===== src/rtl/instruction_fetch.sv =====
// Instruction fetch stage: requests words from instruction memory and hands them to decode.
// Optional halt-opcode support is enabled by defining the macro IFETCH_HALT_EN.
module instruction_fetch (
  input  logic        clk,
  input  logic        rst,
  input  logic        stall,
  input  logic        branch_taken,
  input  logic [7:0]  branch_target,
  output logic [7:0]  imem_addr,
  output logic        imem_rd,
  input  logic [15:0] imem_data,
  input  logic        imem_ack,
  output logic [15:0] instr,
  output logic        en,
  output logic [7:0]  pc,
  output logic        halted
);

  typedef enum logic [1:0] {
    IDLE = 2'd0,
    REQ  = 2'd1,
    HOLD = 2'd2
`ifdef IFETCH_HALT_EN
    ,
    HALT = 2'd3
`endif
  } state_t;

  state_t      r_state;
  logic [7:0]  r_pc;
  logic [15:0] r_instr;
  logic        r_en;

  state_t      w_stateNext;
  logic [7:0]  w_pcNext;
  logic [15:0] w_instrNext;
  logic        w_enNext;
  logic        w_branchOk;
  logic        w_ackHalts;
  logic        w_heldHalts;

`ifdef IFETCH_HALT_EN
  // A frozen fetch ignores redirects; only reset can wake it.
  assign w_branchOk  = branch_taken && (r_state != HALT);
  assign w_ackHalts  = (imem_data[15:11] == 5'b11110);
  assign w_heldHalts = (r_instr[15:11] == 5'b11110);
`else
  assign w_branchOk  = branch_taken;
  assign w_ackHalts  = 1'b0;
  assign w_heldHalts = 1'b0;
`endif

  always_comb begin
    w_stateNext = r_state;
    w_pcNext    = r_pc;
    w_instrNext = r_instr;
    w_enNext    = 1'b0;

    case (r_state)
      IDLE: begin
        if (!stall) w_stateNext = REQ;
      end
      REQ: begin
        if (imem_ack) begin
          w_instrNext = imem_data;
          w_pcNext    = r_pc + 8'd1;
          if (stall) begin
            w_stateNext = HOLD;
          end else begin
            w_enNext = 1'b1;
`ifdef IFETCH_HALT_EN
            if (w_ackHalts) w_stateNext = HALT;
`endif
          end
        end
      end
      HOLD: begin
        if (!stall) begin
          w_enNext    = 1'b1;
          w_stateNext = IDLE;
`ifdef IFETCH_HALT_EN
          if (w_heldHalts) w_stateNext = HALT;
`endif
        end
      end
      default: begin
        w_stateNext = r_state;
      end
    endcase

    // A redirect overrides everything: drop any word arriving now and restart from idle.
    if (w_branchOk) begin
      w_stateNext = IDLE;
      w_pcNext    = branch_target;
      w_instrNext = r_instr;
      w_enNext    = 1'b0;
    end
  end

  always_ff @(posedge clk) begin
    if (rst) begin
      r_state <= IDLE;
      r_pc    <= 8'h00;
      r_instr <= 16'h0000;
      r_en    <= 1'b0;
    end else begin
      r_state <= w_stateNext;
      r_pc    <= w_pcNext;
      r_instr <= w_instrNext;
      r_en    <= w_enNext;
    end
  end

  assign imem_rd   = (r_state == REQ);
  assign imem_addr = r_pc;
  assign pc        = r_pc;
  assign instr     = r_instr;
  assign en        = r_en;

`ifdef IFETCH_HALT_EN
  assign halted = (r_state == HALT);
`else
  assign halted = 1'b0;
`endif

endmodule


===== config.mk =====
export PLATFORM = sky130hd
export DESIGN_NAME = instruction_fetch
export DESIGN_NICKNAME = d
export VERILOG_FILES = /design/src/rtl/instruction_fetch.sv
export SDC_FILE = /design/constraint.sdc
export NUM_CORES = 1
export LEC_CHECK = 0
export ABC_AREA = 0
export CORE_AREA = 2 2 67 53
export DETAILED_ROUTE_END_ITERATION = 8
export DIE_AREA = 0 0 69 55
export HOLD_SLACK_MARGIN = 0.03
export PLACE_DENSITY = 0.83
export SETUP_SLACK_MARGIN = 0.2
export SLEW_MARGIN = 20
export SYNTH_ARGS = -nofsm -noshare
export SYNTH_HDL_FRONTEND = slang
export SYNTH_SLANG_ARGS = --single-unit

===== constraint.sdc =====
create_clock -name clk -period 3.4 [get_ports clk]
set_input_delay 0.51 -clock clk [delete_from_list [all_inputs] [get_ports clk]]
set_output_delay 0.51 -clock clk [all_outputs]
set_load 0.03 [all_outputs]

* Word-level counts from Yosys, hierarchy flattened
Index checks and enable logic that the tools add are counted.
** Operators by class
- Equal/unequal tests :: 6
- Bitwise gates (word level) :: 1
- Reduce and logical (&&, ||, !) cells :: 8
- Muxes and demuxes :: 11
- Add/subtract/negate cells :: 1
** Operator list (count)
- 8-bit 2-to-1 mux :: 3
- 8-bit by 1-bit adder with 8-bit output (second input constant) :: 1
- 2-bit 2-to-1 mux :: 4
- 2-bit != test (second input constant) :: 3
- 2-bit one-hot mux with 3 select lines :: 1
- 5-bit AND reduction :: 1
- 2-bit nonzero test :: 2
- 3-bit AND reduction :: 1
- 3-bit nonzero test :: 1
- 2-bit by 1-bit equality test with 1-bit output (second input constant) :: 1
- 2-bit equality test (second input constant) :: 1
- 2-bit logical NOT :: 1
- 1-bit 2-to-1 mux :: 2
- 2-bit by 1-bit != test with 1-bit output (second input constant) :: 1
- 1-bit one-hot mux with 2 select lines :: 1
- 2-bit AND reduction :: 1
- 2-bit OR reduction :: 1
- 1-bit inverter :: 1
** Word-level totals
- Input port bits :: 29
- Bits in registers :: 27
- Logic and storage cells :: 31

* Logic depth before layout (Yosys ltp)
- Depth in word-level cells :: 4
- Depth in mapped cells :: 8
- Depth with buffers taken out :: 5

* Worst setup path before layout
Ideal clock, no wire load.
- Path kind :: reg-to-reg
- From :: reg r_state[1]
- To :: reg r_pc[7] (netlist: imem_addr[7])
- Required time :: 3.305 ns
- Stages on the path, launching flop included :: 7
- Slack :: 1.667 ns
- Clock period less this slack :: 1.733 ns
- Library setup time :: 0.095 ns
- Path buffers :: 1
- Arrival :: 1.637 ns
- Cell sequence :: dfxtp_1 inv_1 ha_1 buf_6 nand3b_4 or4b_1 o311ai_1
** Between the ends
- Cells in the longest elaborated chain, start to end :: 3
** Ends and longest elaborated chain
- start, declared :: RTL line 29 : state_t r_state;
- start signal, assigned :: RTL line 107 : r_state <= w_stateNext;
- 2-bit by 1-bit equality test with 1-bit output
- net imem_rd :: RTL line 10 : output logic imem_rd,
- 2-bit nonzero test (no source line)
- 2-bit AND reduction (no source line)
- end signal, assigned :: RTL line 108 : r_pc <= w_pcNext;
- end, declared :: RTL line 30 : logic [7:0] r_pc;
The timed path passes the listed nets, and every way through them passes these cells.
A chain may end at the register's enable or synchronous reset.

* Worst setup path after layout
- From :: reg r_state[1]
- To :: out imem_rd
** Between the ends
- Cells in the longest elaborated chain, start to end :: 1
** Ends and longest elaborated chain
- 2-bit by 1-bit equality test with 1-bit output :: RTL line 114 : assign imem_rd = (r_state == REQ);
- end, declared :: RTL line 10
Every way passes these cells.

==> impl_metrics.json <==
{
  "yosysTopAreaCell": "dfxtp_1",
  "fin_setup_tns_ns": 0,
  "clockPowerShare_pct": 27.0,
  "fp.coreArea_sq_um": 3150,
  "critPathLaunch": "r_state[1]$_SDFFE_PP0P_",
  "antenna_found_initial": 0,
  "numCtsBuffers": 3,
  "crit_slowest_cell": "clkdlybuf4s50_1",
  "portBuffers": 62,
  "yosys-top-cells-count": "37 x nand2_1, 27 x dfxtp_1, 18 x a21oi_1, 10 x buf_4, 8 x nor2_1",
  "finalHoldViolCount": 0,
  "wire_per_inst_microns": 12.4,
  "synth-seq-cells": 27,
  "root_buffer": "clkbuf_8",
  "drt_iter0_markers": 51,
  "endpoint": "imem_rd",
  "period_share_pct": 72.6,
  "pwr-share-comb_pct": 22.7,
  "layout.nets": 243,
  "r2r_slack_ns": 1.43,
  "slew_headroom_pct": 53.8,
  "grt_pass1_wl_microns": 4860,
  "grt_start_max_net_pins": 21,
  "die_area_sq_um": 3800,
  "sequentialPowerShare_pct": 50.3,
  "clock_skew_ns": 0.000634,
  "fmax_mhz": 405,
  "async_reset_ff_share_pct": 0,
  "clock_path_buffers": 2,
  "cp_data_arrival_time_ns": 1.96,
  "ys_types": 34,
  "swShare_pct": 28.2,
  "rows": 18,
  "crit_chain": "inv_1, ha_1, clkdlybuf4s50_1",
  "tightest_slew_ns": 0.691,
  "reg2reg_from": "r_state[1]$_SDFFE_PP0P_",
  "postSynthCellCount": 158,
  "r2r_cells": 5,
  "drc_errors": 0,
  "ys_seq_area_share_pct": 41.0,
  "setup_viol": 0,
  "insertion_delay_ns": 0.27,
  "cp_slowest_stage_delay_ns": 0.76,
  "hold_path.class": "register to register",
  "num_io_pins": 64,
  "power_switching_uw": 191,
  "grt_overflow_total": 0,
  "synth_top_area_share_pct": 41.0,
  "crit_path_end_kind": "output port",
  "viasPerCell": 4.83,
  "die_x_microns": 69,
  "htree_levels": 1,
  "cts_hold_buf": 0,
  "drt_wl_total_microns": 3060,
  "start_kind": "register",
  "p_leak_uw": 0.000688,
  "gp_congestion": 0.725,
  "crit_path_max_fanout": 10,
  "rsz0062_at_grt": "false",
  "vias": 1192,
  "netlist_area_sq_um": 1320,
  "synth-main-ff-cell": "dfxtp_1",
  "firstDrtPassIters": 4,
  "ir_drop_mv": 0.289,
  "grt_pass1_vias": 1061,
  "drv_cap": 0,
  "synth_nets": 193,
  "path_clk_slew_ns": 0.09,
  "drtAntennaViolNets": 0,
  "die_y_microns": 55,
  "status": "completed",
  "post_synth.cell_area_avg_sq_um": 8.35,
  "n_fill_cell": 290,
  "areaGrowthSynthToFinish_pct": 45.4,
  "drive_gt1_share_pct": 4.35,
  "power.density_nw_per_um2": 353,
  "cts_resized": 0,
  "initial_core_util_pct": 41.8,
  "post-synth-top-count-cell": "nand2_1",
  "finalPower_uw": 678,
  "drv_slew": 0,
  "intPower_uw": 486,
  "r2r_end": "imem_addr[7]$_SDFFE_PP0P_",
  "clock-sinks": 27,
  "track_usage_pct": 15.8,
  "ys_warn_count": 0,
  "tritoncts": "built",
  "dpl.hpwl_microns": 2240,
  "critPathKind": "register to output port",
  "diodes": 0,
  "postCtsSetupRepairBufs": 0,
  "cp.required_ns": 2.89,
  "yosys-top-cells-area": "dfxtp_1 41%, nand2_1 11%, a21oi_1 6.8%",
  "synth_edf_count": 0,
  "period_needed_ns": 2.47
}
## state kept, by name, indices dropped and copies added, names as in the netlist
| name | flops |
|---|---|
| instr | 16 |
| r_state | 2 |
| imem_addr | 8 |
| en | 1 |
## layout make-up
type	count	area [sq um]	area share, %
inverter	6	22.5	1.17
sequential	27	541	28.2
clock buffer	4	45.0	2.35
multi-input combinational	107	632	32.9
tap	40	50.0	2.61
timing repair buffer	63	628	32.7
## cells in the final DEF, fill, tap and decap left out, types with 2 or more instances in the layout
cell type / netlist / final
clkdlybuf4s50_1: 0 / 62
dfxtp_1: 27 / 27
or3_1: 4 / 4
mux2i_1: 2 / 2
nand4_1: 3 / 3
o21ai_1: 2 / 2
nand3_1: 3 / 3
inv_1: 5 / 5
ha_1: 6 / 6
o21ai_0: 3 / 3
xor2_1: 2 / 2
nor2_1: 8 / 8
nand2_1: 37 / 37
clkbuf_8: 0 / 3
a211oi_1: 2 / 2
a21oi_1: 18 / 18
a311oi_1: 3 / 3
## how the worst min path moves through the flow
stage | from | endpoint | slack (ns) | cells past startpoint
floorplan | r_state[1]$_SDFFE_PP0P_ | r_state[1]$_SDFFE_PP0P_ | 0.47 | 2
global placement | instr[9]$_SDFFE_PP0P_ | instr[9]$_SDFFE_PP0P_ | 0.44 | 2
detailed placement | instr[4]$_SDFFE_PP0P_ | instr[4]$_SDFFE_PP0P_ | 0.45 | 2
CTS | instr[5]$_SDFFE_PP0P_ | instr[5]$_SDFFE_PP0P_ | 0.46 | 2
global route | instr[5]$_SDFFE_PP0P_ | instr[5]$_SDFFE_PP0P_ | 0.47 | 2
finish | instr[9]$_SDFFE_PP0P_ | instr[9]$_SDFFE_PP0P_ | 0.46 | 2
## power groups by stage
stage               Combinational [uW]  Clock [uW]  Sequential [uW]
finish                             154         183              341
global route                       165         198              343
detailed placement                 153           0              348
global placement                   153           0              348
floorplan                         73.1           0              366
CTS                                154         184              341
## metrics by stage
step | worst slack (ns) | hold WS, ns | area, sq um | std cells | util, %
2_1_floorplan | 1.67 | 0.468 | 1320 | 158 | -
3_3_place_gp | 1.16 | 0.441 | 1870 | 243 | 59.4
3_5_place_dp | 1.14 | 0.448 | 1870 | 243 | 59.4
4_1_cts | 0.925 | 0.461 | 1920 | 247 | 60.8
5_1_grt | 0.847 | 0.475 | 1920 | 247 | 60.8
6_report | 0.931 | 0.459 | 1920 | 247 | 60.8
## layer usage
layer  GRT usage [%]  wire length, microns  vias to the layer above
li1                -                     -                      628
met1            20.0                  1490                      527
met2            26.6                  1370                       33
met3            4.89                   160                        4
met4            4.58                    38                        0
met5               0                     0                        -
## worst max-delay path, delay by kind of cell, from the launching register on
family,cells,cell delay [ns]
buf+inv,2,0.87
fa+ha+maj,1,0.47
flops,1,0.34
## cell families after synthesis
family / after synthesis / share of synthesized area (%)
XOR/XNOR: 2 / 1.33
other: 1 / 0.284
AND/OR/NAND/NOR: 61 / 22.6
flip-flops: 27 / 41.0
buffers and inverters: 24 / 11.1
AO/OA/AOI/OAI: 35 / 16.5
adder cells (fa/ha/maj): 6 / 5.69
multiplexers: 2 / 1.52
(Power assumes the default switching activity.)
